--- src/rtl/led_ram_arbiter.sv ---
// Arbiter for the single-port 8x8 LED display RAM: a bulk-clear sequencer, handshaked pen
// writes and continuous scan reads share one port. All RAM pins and status outputs are registered.
module led_ram_arbiter #(
   parameter int unsigned N           = 8,
   parameter int unsigned DATA_W      = 4,
   parameter int unsigned PEN_HOLDOFF = 1
) (
   input  logic              clk,
   input  logic              rst_n,
   input  logic [N-1:0]      scan_row,
   input  logic [N-1:0]      scan_col,
   input  logic              pen_req,
   input  logic [N-1:0]      pen_row,
   input  logic [N-1:0]      pen_col,
   input  logic [DATA_W-1:0] pen_data,
   output logic              pen_ack,
   output logic              pen_err,
   input  logic              clr_start,
   input  logic [DATA_W-1:0] clr_data,
   output logic              clr_busy,
   output logic              clr_done,
   output logic              ram_we,
   output logic [DATA_W-1:0] ram_data,
   output logic [N-1:0]      ram_row,
   output logic [N-1:0]      ram_col,
   output logic              scan_valid
);

   localparam int unsigned CW = (N > 1) ? $clog2(N) : 1;
   localparam int unsigned HW = $clog2(PEN_HOLDOFF + 1);

   typedef enum logic [0:0] {StIdle, StClear} state_e;

   state_e            state_q;
   logic [CW-1:0]     row_q, col_q;
   logic [CW-1:0]     row_nx, col_nx;
   logic [HW-1:0]     hold_q;
   logic [DATA_W-1:0] fill_q;
   logic              last_cell;
   logic              row_ok, col_ok;

   always_comb begin
      last_cell = (row_q == CW'(N - 1)) && (col_q == CW'(N - 1));
      col_nx    = (col_q == CW'(N - 1)) ? '0 : col_q + 1'b1;
      row_nx    = (col_q == CW'(N - 1)) ? row_q + 1'b1 : row_q;
      row_ok    = (pen_row != '0) && ((pen_row & (pen_row - 1'b1)) == '0);
      col_ok    = (pen_col != '0) && ((pen_col & (pen_col - 1'b1)) == '0);
   end

   always_ff @(posedge clk or negedge rst_n) begin
      if (!rst_n) begin
         state_q    <= StIdle;
         row_q      <= '0;
         col_q      <= '0;
         hold_q     <= '0;
         fill_q     <= '0;
         pen_ack    <= 1'b0;
         pen_err    <= 1'b0;
         clr_busy   <= 1'b0;
         clr_done   <= 1'b0;
         ram_we     <= 1'b0;
         ram_data   <= '0;
         ram_row    <= '0;
         ram_col    <= '0;
         scan_valid <= 1'b0;
      end else begin
         pen_ack  <= 1'b0;
         pen_err  <= 1'b0;
         clr_done <= 1'b0;
         if (state_q == StClear && !last_cell) begin
            row_q      <= row_nx;
            col_q      <= col_nx;
            ram_we     <= 1'b1;
            ram_data   <= fill_q;
            ram_row    <= N'(1) << row_nx;
            ram_col    <= N'(1) << col_nx;
            scan_valid <= 1'b0;
         end else begin
            // Leaving CLEAR after the last cell: this edge is already an arbitrated IDLE slot.
            clr_done <= (state_q == StClear);
            clr_busy <= 1'b0;
            state_q  <= StIdle;
            if (clr_start) begin
               state_q    <= StClear;
               fill_q     <= clr_data;
               row_q      <= '0;
               col_q      <= '0;
               clr_busy   <= 1'b1;
               ram_we     <= 1'b1;
               ram_data   <= clr_data;
               ram_row    <= N'(1);
               ram_col    <= N'(1);
               scan_valid <= 1'b0;
            end else if (pen_req && hold_q == '0) begin
               pen_ack <= 1'b1;
               hold_q  <= HW'(PEN_HOLDOFF);
               if (row_ok && col_ok) begin
                  ram_we     <= 1'b1;
                  ram_data   <= pen_data;
                  ram_row    <= pen_row;
                  ram_col    <= pen_col;
                  scan_valid <= 1'b0;
               end else begin
                  pen_err    <= 1'b1;
                  ram_we     <= 1'b0;
                  ram_row    <= scan_row;
                  ram_col    <= scan_col;
                  scan_valid <= 1'b1;
               end
            end else begin
               ram_we     <= 1'b0;
               ram_row    <= scan_row;
               ram_col    <= scan_col;
               scan_valid <= 1'b1;
               if (hold_q != '0) begin
                  hold_q <= hold_q - 1'b1;
               end
            end
         end
      end
   end

endmodule

--- config.mk ---
export PLATFORM = sky130hd
export DESIGN_NAME = led_ram_arbiter
export DESIGN_NICKNAME = d
export VERILOG_FILES = /design/src/rtl/led_ram_arbiter.sv
export SDC_FILE = /design/constraint.sdc
export NUM_CORES = 1
export LEC_CHECK = 0
export BUFFER_PORTS_ARGS = -buffer_cell sky130_fd_sc_hd__buf_4
export CORE_MARGIN = 4
export CORE_UTILIZATION = 52
export DETAILED_ROUTE_END_ITERATION = 10
export PLACE_DENSITY_LB_ADDON = 0.25
export SYNTH_ARGS = -nofsm -noshare
export SYNTH_HDL_FRONTEND = slang
export SYNTH_SLANG_ARGS = --single-unit
--- constraint.sdc ---
create_clock -name clk -period 2.6 [get_ports clk]
set_clock_uncertainty 0.2 [all_clocks]
set_input_delay 0.39 -clock clk [delete_from_list [all_inputs] [get_ports clk]]
set_output_delay 0.39 -clock clk [all_outputs]
set_load 0.01 [all_outputs]
# After elaboration in Yosys (flattened, before gate mapping)
# Cells that the tools add are included.
# Widths: inputs -> output; s select.
# classes
add_sub_neg,5
n_eq_ne,2
shift,2
n_mux,35
bitwise_logic,5
reduce_logical,17
# ops
operator,n
$mux 8,8
$mux 1,18
$and 8x8->8,2
$logic_not 8->1,2
$mux 4,4
$reduce_bool 8->1,2
$shl 1x3->8 const A,2
$sub 8x1->8 const B,2
$mux 3,5
$add 3x1->3 const B,2
$eq 3x3->1 const B,2
$logic_and 1x1->1,6
$reduce_and 2->1,3
$reduce_bool 3->1,2
$not 1->1,3
$reduce_bool 2->1,1
$logic_not 1->1,1
$sub 1x1->1 const B,1
# word_totals
ff_bits,37
input_bits,44
word_cells,79

# Longest topological paths before layout
# depth
depth_word,9
ltp_mapped,9

# Worst setup path after synthesis
# OpenSTA, ideal clock, no wires.
# synth_timing
path_type,reg2reg
from,register row_q[0]
to,register ram_col[0]
arrival_ns,1.965
required_ns,2.313
slack_ns,0.348
path_stages_with_launch,9
path_buffers,1
path_cell_list,dfrtp_1 ha_1 ha_1 a21boi_0 nor2_1 clkinv_1 clkbuf_1 nor2_1 a211oi_2
# synth_via
elab_chain_len,5
# synth_rtl
element,line_no,source
start: declaration,35,"logic [CW-1:0] row_q, col_q;"
start signal: assignment,71,row_q <= row_nx;
$eq 3x3->1,43,last_cell = (row_q == CW'(N - 1)) && (col_q == CW'(N - 1));
$logic_and 1x1->1,43,
$logic_not 1->1,70,if (state_q == StClear && !last_cell) begin
$logic_and 1x1->1,70,
$mux 8,70,
end signal: assignment,76,ram_col <= N'(1) << col_nx;
end signal: assignment,101,ram_col <= pen_col;
end signal: assignment,107,ram_col <= scan_col;
end: declaration,25,"output logic [N-1:0] ram_col,"
# Every way passes these cells.
# A chain may end at the register's enable or synchronous reset.

# Worst setup path after layout
# layout_timing
from,register col_q[0]
to,register ram_col[7]
# layout_via
elab_chain_len,5
word_cells_on_any_way,8
# layout_rtl
element,line_no,source
start: declaration,35,
start signal: assignment,72,col_q <= col_nx;
"parallel branches: the longest is 4 deep, another holds $add 3x1->3",-,
$mux 8 *,70,
# Mark *: on every way between the ends.

==> results.cfg <==
[hold_path]
hold_start = clr_data[1]
hold_end = fill_q[1]
hold_depth = 2
holdCritPathClass = in -> reg

[synth]
synthTopCellsByArea = dfrtp_1, nand2_1, a41o_1, ha_1, nor2_1
synth_seq_cells = 37
synthMuxAreaShare = 0.0347
synthAdderAreaFrac = 0.0477
syn_nets = 296
synth_edf_count = 0
yosysSeqAreaShare = 0.401
yosysTopAreaCell = dfrtp_1
synthFlopType = dfrtp_1
yosys_warnings = 0
synthCells = 244
ys_async_sr_fraction = 1.00
synth_top_family_by_area = compound AO/OA/AOI/OAI gates
synth-xor-area-share = 0
yosys.area_share.simple = 0.209
synth_area_mm2 = 0.00231
synth_compound_area_frac = 0.272
netlist-cell-type-count = 50
yosys.area.top_type_share = 0.401
avgSynthCellArea_um2 = 9.46

[clock_network]
htreeDepth = 2
root_buffer = clkbuf_8
clkSlewWorstSetupHoldPaths_ps = 80
cts_tree = yes
clock_path_buffers = 2
postCtsSetupBuffers = 0
clk_latency_ps = 290
cts_sinks = 37
cts_buffers = 5

[route]
drt-vias-per-instance = 5.71
wirelength_um = 5810
vias = 2084
dr.pass1.iters = 4
wl_per_cell_um = 15.9
ant_nets = 0
drtIter0Drc = 187
drc_errors = 0

[pwr]
switching_share = 0.371
pwr-share-clk = 0.172
power.internal_mw = 1.46
vdd_drop_max_mv = 0.557
p_comb_frac = 0.441
seq_power_share = 0.387
power.switching_mw = 0.862
leakagePower_nw = 1.37
p_per_area_mw_per_mm2 = 779

[floorplan]
die_area_mm2 = 0.00557
core_mm2 = 0.00414
pin_count = 70
chipWidth_um = 74.6
die_h_um = 74.6
rows = 23
start_util = 0.557

[worst_setup_path]
ff2ff_path_depth = 8
path_max_fanout = 32
rr_endpoint = ram_col[7]
reg2reg_slack_ps = 250
rr_startpoint = col_q[0]
cp.required_ps = 2600
start_kind = flip-flop
arrival_ps = 2350
worstSetupEndpointType = flip-flop
setup.worst_path.class = reg -> reg

[place]
detailed_place_hpwl_um = 4390
io_buffers = 69
gp_congestion = 0.878

[finish]
fin_nets = 366
diodes = 0
multi_input_area_mm2 = 0.00131
syn2layout_area_growth_pct = 29.2
nFillCells = 320
drive_above_1_share = 0.346
utilization = 0.719
seq_area_um2 = 926

[global_routing]
grt_use_met3 = 0.0521
overflow = 0
track_usage = 0.226
grt_pass1_wl_um = 9670
grt_max_degree = 38
top_usage_layer = met2
antenna_found_initial = 0
use_met1 = 0.300
grt_pass1_vias = 2063
met2_usage = 0.373

[sta]
maxSlewHeadroom = 0.575
setup_viol = 0
final_hold_viol_count = 0
fmax_mhz = 426
period_share = 0.904
final-max-slew-violation-count = 0
min_period_ps = 2350
rsz0062_at_grt = false
tns_ps = 0
tightestPinTransition_ps = 633

[status]
status = complete, no violations

[run]
cap_violations = 0
[metrics by stage]
stage / cells / power (mW) / instance area (µm²) / hold slack, ps / setup WS (ps)
2_1_floorplan: 244 / 1.50 / 2310 / -106 / 348
3_3_place_gp: 356 / 1.90 / 2880 / 183 / 188
3_5_place_dp: 356 / 1.93 / 2880 / 182 / 94.9
4_1_cts: 365 / 2.33 / 2970 / 127 / 79.5
5_1_grt: 365 / 2.49 / 2980 / 131 / 54.6
6_report: 365 / 2.32 / 2980 / 135 / 250
[area by class of cell]
type / instances / area share
inverter: 6 / 0.00882
clock inverter: 3 / 0.00588
tap: 50 / 0.0210
multi-input combinational: 188 / 0.438
clock buffer: 5 / 0.0231
sequential: 37 / 0.311
timing repair buffer: 76 / 0.192
[power by group through the flow]
stage / clock network (mW) / logic [mW] / registers [mW]
after floorplan: 0 / 0.545 / 0.952
after global placement: 0 / 1.00 / 0.898
after detailed placement: 0 / 1.02 / 0.909
after CTS: 0.408 / 1.03 / 0.898
after global routing: 0.429 / 1.14 / 0.924
final: 0.400 / 1.02 / 0.898
[layer usage]
layer	wire, µm	share of wire
met3	384	0.066
met5	0	0
met2	2790	0.48
met4	85	0.015
met1	2550	0.44
[worst max-delay path, stage by stage, from the launching register on]
cell and delay, ps:
dfrtp_1 450, ha_1 190, ha_2 290, a21boi_0 170, nor2_2 180, buf_4 350
nand2_1 120, a41o_1 210, o211ai_1 110
[layout by cell type (no fill, tap or decap), drive strengths merged, types with 4 or more instances in the layout]
master | synthesis | final
o21ai | 10 | 10
inv | 5 | 5
nand2b | 5 | 5
nor3 | 5 | 5
nor2 | 23 | 23
nand2 | 54 | 54
a211oi | 7 | 7
clkbuf | 11 | 5
buf | 2 | 75
a41o | 14 | 14
o41a | 6 | 6
nand3b | 5 | 5
dfrtp | 37 | 37
ha | 8 | 8
o211ai | 14 | 14
a21oi | 4 | 4
a21o | 4 | 4
mux2 | 5 | 5
[synthesized netlist by cell type, types with 2 or more instances]
cell and n:
o21ai_0 8, o22ai_1 2, nor2_1 23, a211oi_1 3, o211ai_1 9, clkbuf_1 11
o211ai_2 5, a21o_1 3, a211oi_2 4, o21ai_1 2, o41a_1 6, dfrtp_1 37
ha_1 8, nand2b_1 5, a21oi_1 2, mux2_2 5, nand3b_1 5, o21a_1 2
inv_1 5, nand2_1 54, a41o_1 14, nor3_1 3
[state kept, by name, summed over array words and instances, names as in the netlist]
| register | count |
|---|---|
| scan_valid | 1 |
| ram_we | 1 |
| row_q | 3 |
| ram_data | 4 |
| col_q | 3 |
| fill_q | 4 |
| ram_col | 8 |
| pen_err | 1 |
| pen_ack | 1 |
| state_q | 1 |
| clr_done | 1 |
| hold_q | 1 |
| ram_row | 8 |
[kinds of logic (layout without fill, tap and decap cells)]
group / after synthesis / after routing
simple gates: 100 / 100
compound gates: 72 / 72
flops: 37 / 37
buf+inv: 19 / 90
fa+ha+maj: 9 / 9
mux: 7 / 7
[timing repair]
action,4_1_cts,5_1_grt
hold buffers,1,0
endpoints found under the setup margin,0,11
hold endpoints to repair,37,0
gates resized for setup,0,2
[worst max path at each step]
| stage | from | endpoint | depth (start not counted) |
|---|---|---|---|
| floorplan | row_q[0] | ram_col[0] | 8 |
| global placement | pen_col[2] | ram_data[1] | 6 |
| detailed placement | col_q[0] | ram_data[3] | 8 |
| CTS | col_q[0] | ram_data[1] | 8 |
| global route | col_q[0] | ram_col[7] | 8 |
| finish | col_q[0] | ram_col[7] | 8 |
Note: power is estimated with default switching activity, not from simulation.
